File: src/rtl/encode_rx_drv.sv
// Receive side of the PMT encode/scan sync-word link: oversamples SPI_MCLK/SPI_MOSI,
// deserializes words MSB first and decodes the sync words into scan state and event pulses.
module encode_rx_drv #(
  parameter int DATA_WIDTH   = 16,
  parameter int SERIAL_MODE  = 1,
  parameter int IDLE_TIMEOUT = 64,
  parameter int CNT_WIDTH    = 32
) (
  input  logic                   clk_i,
  input  logic                   rst_n_i,
  input  logic                   SPI_MCLK,
  input  logic [SERIAL_MODE-1:0] SPI_MOSI,
  output logic                   scan_active_o,
  output logic                   scan_test_o,
  output logic                   scan_begin_pulse_o,
  output logic                   scan_end_pulse_o,
  output logic                   encode_zero_pulse_o,
  output logic [CNT_WIDTH-1:0]   encode_zero_cnt_o,
  output logic                   frame_err_o
);

  localparam int BEATS  = DATA_WIDTH / SERIAL_MODE;
  localparam int BEAT_W = $clog2(BEATS + 1);
  localparam int IDLE_W = $clog2(IDLE_TIMEOUT + 1);

  localparam logic [BEAT_W-1:0]    BEAT_END  = BEAT_W'(BEATS - 1);
  localparam logic [BEAT_W-1:0]    BEAT_ZERO = {BEAT_W{1'b0}};
  localparam logic [BEAT_W-1:0]    BEAT_ONE  = {{(BEAT_W-1){1'b0}}, 1'b1};
  localparam logic [IDLE_W-1:0]    IDLE_LAST = IDLE_W'(IDLE_TIMEOUT);
  localparam logic [IDLE_W-1:0]    IDLE_ZERO = {IDLE_W{1'b0}};
  localparam logic [IDLE_W-1:0]    IDLE_ONE  = {{(IDLE_W-1){1'b0}}, 1'b1};
  localparam logic [CNT_WIDTH-1:0] CNT_ZERO  = {CNT_WIDTH{1'b0}};
  localparam logic [CNT_WIDTH-1:0] CNT_ONE   = {{(CNT_WIDTH-1){1'b0}}, 1'b1};

  localparam logic [DATA_WIDTH-1:0] W_ENCODE = 16'hECDE;
  localparam logic [DATA_WIDTH-1:0] W_BEGIN  = 16'h5A51;
  localparam logic [DATA_WIDTH-1:0] W_TEST   = 16'h5A53;
  localparam logic [DATA_WIDTH-1:0] W_END    = 16'h5A50;

  typedef enum logic [1:0] {
    ST_IDLE = 2'd0,
    ST_SCAN = 2'd1,
    ST_TEST = 2'd2
  } state_t;

  logic [2:0]                       mclk_sync_r;
  logic [SERIAL_MODE-1:0]           mosi_meta_r;
  logic [SERIAL_MODE-1:0]           mosi_sync_r;
  logic [DATA_WIDTH-SERIAL_MODE-1:0] shift_r;
  logic [DATA_WIDTH-1:0]            shift_in_s;
  logic [DATA_WIDTH-1:0]            word_r;
  logic                             word_valid_r;
  logic [BEAT_W-1:0]                beat_r;
  logic [IDLE_W-1:0]                idle_r;
  logic                             mclk_rise_s;
  logic                             timeout_s;

  state_t                           state_r;
  state_t                           state_next_s;
  logic                             begin_s;
  logic                             end_s;
  logic                             enc_s;
  logic                             dec_err_s;
  logic [CNT_WIDTH-1:0]             cnt_r;
  logic [CNT_WIDTH-1:0]             cnt_next_s;
  logic                             scan_active_r;
  logic                             scan_test_r;
  logic                             begin_r;
  logic                             end_r;
  logic                             enc_r;
  logic                             frame_err_r;

  // mclk_sync_r[2] is the previous synced sample; MOSI stage 2 lines up with MCLK stage 2
  assign mclk_rise_s = mclk_sync_r[1] & ~mclk_sync_r[2];
  assign shift_in_s  = {shift_r, mosi_sync_r};
  assign timeout_s   = (idle_r == IDLE_LAST) && (beat_r != BEAT_ZERO) && !mclk_rise_s;

  // Two-flop synchronizers for the link clock and data lanes
  always_ff @(posedge clk_i or negedge rst_n_i) begin
    if (!rst_n_i) begin
      mclk_sync_r <= 3'b000;
      mosi_meta_r <= {SERIAL_MODE{1'b0}};
      mosi_sync_r <= {SERIAL_MODE{1'b0}};
    end else begin
      mclk_sync_r <= {mclk_sync_r[1:0], SPI_MCLK};
      mosi_meta_r <= SPI_MOSI;
      mosi_sync_r <= mosi_meta_r;
    end
  end

  // Deserializer with beat counting and idle-timeout abort of partial words
  always_ff @(posedge clk_i or negedge rst_n_i) begin
    if (!rst_n_i) begin
      shift_r      <= {(DATA_WIDTH-SERIAL_MODE){1'b0}};
      word_r       <= {DATA_WIDTH{1'b0}};
      word_valid_r <= 1'b0;
      beat_r       <= BEAT_ZERO;
      idle_r       <= IDLE_ZERO;
    end else begin
      word_valid_r <= 1'b0;
      if (mclk_rise_s) begin
        idle_r  <= IDLE_ZERO;
        shift_r <= shift_in_s[DATA_WIDTH-SERIAL_MODE-1:0];
        if (beat_r == BEAT_END) begin
          beat_r       <= BEAT_ZERO;
          word_r       <= shift_in_s;
          word_valid_r <= 1'b1;
        end else begin
          beat_r <= beat_r + BEAT_ONE;
        end
      end else begin
        if (idle_r != IDLE_LAST) begin
          idle_r <= idle_r + IDLE_ONE;
        end
        if (timeout_s) begin
          beat_r <= BEAT_ZERO;
        end
      end
    end
  end

  // Sync-word decode: next state, event strobes and revolution counter
  always_comb begin
    state_next_s = state_r;
    begin_s      = 1'b0;
    end_s        = 1'b0;
    enc_s        = 1'b0;
    dec_err_s    = 1'b0;
    cnt_next_s   = cnt_r;
    if (word_valid_r) begin
      case (word_r)
        W_BEGIN: begin
          state_next_s = ST_SCAN;
          begin_s      = 1'b1;
          cnt_next_s   = CNT_ZERO;
        end
        W_TEST: begin
          state_next_s = ST_TEST;
          begin_s      = 1'b1;
          cnt_next_s   = CNT_ZERO;
        end
        W_END: begin
          if (state_r != ST_IDLE) begin
            state_next_s = ST_IDLE;
            end_s        = 1'b1;
          end else begin
            state_next_s = ST_IDLE;
          end
        end
        W_ENCODE: begin
          if (state_r != ST_IDLE) begin
            enc_s      = 1'b1;
            cnt_next_s = cnt_r + CNT_ONE;
          end else begin
            dec_err_s = 1'b1;
          end
        end
        default: dec_err_s = 1'b1;
      endcase
    end else begin
      state_next_s = state_r;
    end
  end

  // State register and registered outputs; status bits follow the next state so they move with the pulses
  always_ff @(posedge clk_i or negedge rst_n_i) begin
    if (!rst_n_i) begin
      state_r       <= ST_IDLE;
      cnt_r         <= CNT_ZERO;
      scan_active_r <= 1'b0;
      scan_test_r   <= 1'b0;
      begin_r       <= 1'b0;
      end_r         <= 1'b0;
      enc_r         <= 1'b0;
      frame_err_r   <= 1'b0;
    end else begin
      state_r       <= state_next_s;
      cnt_r         <= cnt_next_s;
      scan_active_r <= (state_next_s != ST_IDLE);
      scan_test_r   <= (state_next_s == ST_TEST);
      begin_r       <= begin_s;
      end_r         <= end_s;
      enc_r         <= enc_s;
      frame_err_r   <= dec_err_s | timeout_s;
    end
  end

  assign scan_active_o       = scan_active_r;
  assign scan_test_o         = scan_test_r;
  assign scan_begin_pulse_o  = begin_r;
  assign scan_end_pulse_o    = end_r;
  assign encode_zero_pulse_o = enc_r;
  assign encode_zero_cnt_o   = cnt_r;
  assign frame_err_o         = frame_err_r;

endmodule

File: config.mk
export PLATFORM = sky130hd
export DESIGN_NAME = encode_rx_drv
export DESIGN_NICKNAME = d
export VERILOG_FILES = /design/src/rtl/encode_rx_drv.sv
export SDC_FILE = /design/constraint.sdc
export NUM_CORES = 1
export LEC_CHECK = 0
export BUFFER_PORTS_ARGS = -buffer_cell sky130_fd_sc_hd__buf_2
export CAP_MARGIN = 10
export CORE_ASPECT_RATIO = 0.7
export CORE_MARGIN = 5
export CORE_UTILIZATION = 53
export DETAILED_ROUTE_END_ITERATION = 16
export PLACE_DENSITY = 0.76
export SLEW_MARGIN = 10
export SYNTH_ARGS = -nofsm -noshare
export SYNTH_HDL_FRONTEND = slang
export SYNTH_SLANG_ARGS = --single-unit
File: constraint.sdc
create_clock -name clk_i -period 2 [get_ports clk_i]
set_input_delay 0.4 -clock clk_i [delete_from_list [all_inputs] [get_ports clk_i]]
set_output_delay 0.4 -clock clk_i [all_outputs]
set_load 0.03 [all_outputs]
-- Word-level counts from Yosys, hierarchy flattened
Index checks and enable logic that the tools add are counted.
- logic and storage cells: 65
- flip-flop bits (word level): 89
- input bits: 4
- add/sub/neg operators: 3
- eq/ne operators: 9
- muxes and demuxes: 21
- bitwise logic cells: 3
- reductions and logical operators: 13
- operator list (cell ; number):
    32-bit case mux with 2 select lines ; 1
    16-bit by 15-bit equality test with 1-bit output (second input constant) ; 3
    32-bit by 1-bit adder with 32-bit output (second input constant) ; 1
    32-bit 2-to-1 mux ; 1
    16-bit equality test (second input constant) ; 1
    5-bit 2-to-1 mux ; 3
    7-bit 2-to-1 mux ; 2
    1-bit 2-to-1 mux ; 11
    2-bit nonzero test ; 5
    7-bit by 1-bit adder with 7-bit output (second input constant) ; 1
    7-bit equality test (second input constant) ; 1
    7-bit != test (second input constant) ; 1
    2-bit case mux with 3 select lines ; 1
    5-bit by 1-bit adder with 5-bit output (second input constant) ; 1
    5-bit by 4-bit equality test with 1-bit output (second input constant) ; 1
    5-bit nonzero test ; 1
    3-bit AND reduction ; 1
    3-bit OR reduction ; 1
    2-bit equality test (second input constant) ; 1
    1-bit logical AND ; 2
    2-bit 2-to-1 mux ; 1
    2-bit != test (second input constant) ; 1
    1-bit case mux with 2 select lines ; 1
    2-bit AND reduction ; 1
    other kinds (5) ; 5

-- Depth between registers and ports, before layout
- depth after elaboration: 6
- gate-level depth with buffers: 7

-- Worst setup path before layout
Ideal clock, no wire load.
- kind: register to register
- start point: reg cnt_r[2] (netlist: encode_zero_cnt_o[2])
- end point: reg cnt_r[23] (netlist: encode_zero_cnt_o[23])
- data required time: 1.916 ns
- setup time: 0.084 ns
- stages on the path, launching flop included: 7
- period minus slack after synthesis: 2.298 ns
- path slack: -0.298 ns
- buffers on the path: 2
- arrival time: 2.213 ns
- cell sequence: dfrtp_1 clkbuf_2 nand4_2 or4_1 clkbuf_1 or4_1 o21ai_0
- word-level cells in the longest chain between the ends: 3
- RTL lines (item ; line ; source):
    start: declaration ; 64 ; logic [CNT_WIDTH-1:0] cnt_r;
    start signal: assignment ; 178 ; cnt_r <= cnt_next_s;
    32-bit by 1-bit adder with 32-bit output ; 153 ; cnt_next_s = cnt_r + CNT_ONE;
    32-bit 2-to-1 mux ; 151 ; if (state_r != ST_IDLE) begin
    32-bit case mux with 2 select lines ; 131 ; case (word_r)
Every way passes these cells. The select of a mux whose other input is x is not followed.
A chain may end at the register's enable or synchronous reset.

-- Final worst setup path
- start point: reg word_r[5]
- end point: reg cnt_r[12] (netlist: encode_zero_cnt_o[12])
- word-level cells in the longest chain between the ends: 4
- elaborated cells between the ends (all ways): 8
- classes of those cells: eq/ne: 4; mux: 1; reduce/logical: 3
- RTL lines (item ; line ; source):
    start: declaration ; 51 ; logic [DATA_WIDTH-1:0] word_r;
    start signal: assignment ; 95 ; word_r <= {DATA_WIDTH{1'b0}};
    start signal: assignment ; 106 ; word_r <= shift_in_s;
    16-bit by 15-bit equality test with 1-bit output ; 131 ;
    2-bit OR reduction (no source line) ; n/a ;
    2-bit nonzero test (no source line) ; n/a ;
    3-bit AND reduction (no source line) ; n/a ;
Parallel ways exist; a longest one is shown, timed or not.

==> impl_metrics.csv <==
group,metric,value,unit
status,status,"complete, but fails checks",
status,violations,"setup timing",
setup_path,path_cells,"nand4bb_4 > or4_4 > or4_4 > o21ba_1 > a31oi_1",
setup_path,cp_data_arrival_time,2.32,ns
sta,fin_tns_setup,-0.1024,ns
sta,hold_viol,0,
clock_network,cts-root-buf,"clkbuf_16",
placement,io_buffers,41,
floorplan,core_area,7838,sq um
yosys,synth.most_common_cell,"dfrtp_1",
layout,synthToLayoutAreaGrowth,31.21,%
global_route,first_global_vias,3628,
global_route,grtUsageTotal,23.64,%
placement,placed_cells,603,
sta,setup_ws,-0.06482,ns
yosys,synth_top_cell_area_share,52.41,%
yosys,synth_edf_count,0,
yosys,ys_warn_count,0,
floorplan,ios,42,
sta,min_period,2.065,ns
sta,hold_ws,0.02051,ns
clock_network,htreeDepth,3,
sta,tightest_slew,0.5905,ns
detailed_routing,vias,3867,
placement,hpwl,7772,um
global_route,antenna_found_initial,0,
yosys,postSynth.asyncResetShare,100.0,%
floorplan,rows,27,
clock_network,clock-sinks,89,
floorplan,dieHeight,84.92,um
power,p_per_area,786.0,nW/um^2
setup_path,r2r_end,"encode_zero_cnt_o[12]$_DFFE_PN0P_",
floorplan,start_util,54.21,%
setup_path,cp.required,2.26,ns
setup_path,crit_slowest_cell,"or4_4",
sta,setup_violations,3,
power,power.leakage,2.619,nW
hold_path,hold_class,"in2async",
yosys,synth_top_cell_by_area,"dfrtp_1",
setup_path,cp_max_fo,4,
global_route,gr-total-overflow,0,
setup_path,r2r_setup_slack,-0.06,ns
sta,fin_crit_sh,103.2,%
sta,grt_setup_unrepaired,"yes",
detailed_routing,drt-total-wl,11310,um
setup_path,cpPeakStageDelay,0.54,ns
detailed_routing,final_antenna_net_count,0,
global_route,grt_pass1_wl,18370,um
yosys,syn_area,4249,sq um
yosys,ys_ff_latch,89,
global_route,grt_max_degree,38,
clock_network,clockBufferDepth,2,
layout,layout.nets,527,
detailed_routing,dr.first_iter.drc_count,368,
detailed_routing,remaining_drc_errors,0,
setup_path,critical_path_class,"reg2reg",
floorplan,die_width,117.0,um
yosys,synth_common_cells,"89 x dfrtp_1, 66 x nand2_1, 29 x nand3_1, 25 x o21ai_0, 22 x nor2_1",
clock_network,holdBufCountCts,0,
layout,finalCoreUtilization,71.14,%
placement,globalplace.congestion,0.9302,
sta,finalMaxSlewViolations,0,
sta,relSlewSlack,60.22,%
setup_path,r2r-start,"word_r[5]$_DFFE_PN0P_",
yosys,yosys_most_used_dff,"dfrtp_1",
setup_path,path_common_cell,"or4_4",
yosys,synthTopCellsByArea,"dfrtp_1 52%, nand2_1 5.8%, mux2_2 4.2%",
detailed_routing,avgRoutedWirePerCell,18.13,um
power,ir_drop,0.7018,mV
yosys,syn-mean-instance-area,9.998,sq um
layout,fin_cells,624,
detailed_routing,viasPerCell,6.197,
setup_path,cp-end-kind,"flop",
layout,drive_above_1_share,34.61,%
setup_path,r2r_cells,5,
layout,diodes,0,
detailed_routing,firstDrtPassIters,5,
clock_network,cts.reportedPaths.clkPinSlew,0.06,ns
yosys,syn_nets,434,
sta,max_freq,0.4843,GHz
power,power,0.004382,W
clock_network,clkLatencyLatePin,0.35,ns
clock_network,cts_buffers,9,
clock_network,cts_tree,"done",
yosys,ys_seq_area_share,52.41,%
floorplan,dieArea,9937,sq um
yosys,synth_cells,425,
yosys,netlist-cell-type-count,55,
setup_path,start_kind,"flop",
flow_run,maxCapViolCount,0,
sta,finalClockSkew,0.008429,ns
==> metal layers <==
| metal | global-route usage (%) | part of all wire, % |
|---|---|---|
| met1 | 36.20 | 47 |
| met2 | 33.40 | 43 |
| met3 | 6.486 | 8.4 |
| met4 | 5.521 | 1.7 |
| met5 | 0 | 0 |
==> critical path: cells and delay by family (launching register included) <==
family / cells / cell delay [ns]
compound gates: 2 / 0.32
flops: 1 / 0.39
simple gates: 3 / 1.26
==> repair_timing <==
action                                 in CTS  in global routing
pin swaps                                   3                  4
setup buffers                               0                  5
resized for setup                           2                 37
endpoints found under the hold margin       0                  0
setup endpoints to repair                  17                 34
==> sequential cells by signal, indices dropped and copies added (netlist names), 2 cells and up <==
signal,flops
shift_r,15
idle_r,7
beat_r,5
state_r,2
word_r,16
mclk_sync_r,3
encode_zero_cnt_o,32
==> report_power, final <==
part	internal [W]	leakage [nW]	switching [W]
Combinational	0.000122	1.24	0.000165
Sequential	0.00192	1.20	0.000124
Clock	0.00134	0.176	0.000703
==> layout make-up <==
| cell class | count | area (sq um) |
|---|---|---|
| clock inverter | 6 | 130.1 |
| tap | 101 | 126.4 |
| timing repair buffer | 101 | 694.4 |
| clock buffer | 10 | 229.0 |
| fill | 552 | 2262 |
| sequential | 89 | 2237 |
| inverter | 12 | 45.04 |
| multi-input combinational | 305 | 2113 |
==> placed cells by master (no fill, tap or decap), types with 4 or more instances in the layout <==
cell type / n
and3_1: 8
o311a_1: 4
or4_4: 4
mux2_2: 16
o21ai_0: 16
xnor2_1: 4
nor3_1: 4
o21ai_1: 8
nor2_1: 20
dfrtp_2: 8
dfrtp_1: 81
nand2_1: 65
o31ai_1: 5
buf_4: 56
a41oi_1: 4
buf_2: 40
inv_1: 11
bufinv_16: 4
nor4_1: 4
nand3_1: 26
a21oi_1: 13
nor3_2: 6
mux2i_1: 6
ha_1: 4
nand2b_1: 4
nand4_1: 8
nor4_2: 4
and2_1: 4
a31oi_1: 13
clkbuf_16: 9
==> cells by family (layout without fill, tap and decap cells) <==
kind of cell | count (synthesis) | count (layout) | synth area share, %
mux | 22 | 22 | 5.654
flops | 89 | 89 | 52.41
fa+ha+maj | 5 | 5 | 1.472
compound gates | 90 | 90 | 14.08
xor+xnor | 6 | 6 | 1.237
simple gates | 182 | 182 | 22.35
buf+inv | 31 | 129 | 2.797
==> worst max-delay path by stage <==
stage	start	endpoint	slack, ns
finish	word_r[5]$_DFFE_PN0P_	encode_zero_cnt_o[12]$_DFFE_PN0P_	-0.06
CTS	word_r[5]$_DFFE_PN0P_	encode_zero_cnt_o[12]$_DFFE_PN0P_	-0.08
detailed placement	word_r[12]$_DFFE_PN0P_	encode_zero_cnt_o[12]$_DFFE_PN0P_	-0.17
floorplan	word_r[0]$_DFFE_PN0P_	encode_zero_cnt_o[12]$_DFFE_PN0P_	-0.12
global placement	word_r[12]$_DFFE_PN0P_	encode_zero_cnt_o[12]$_DFFE_PN0P_	-0.09
global route	word_r[5]$_DFFE_PN0P_	encode_zero_cnt_o[12]$_DFFE_PN0P_	-0.11
==> stage by stage <==
step	setup WS (ns)	area, sq um
6_report	-0.06482	5575
5_1_grt	-0.1149	5575
4_1_cts	-0.08093	5390
3_5_place_dp	-0.1713	5022
3_3_place_gp	-0.09264	5022
2_1_floorplan	-0.1165	4348
Power figures use the tool's default switching activity.
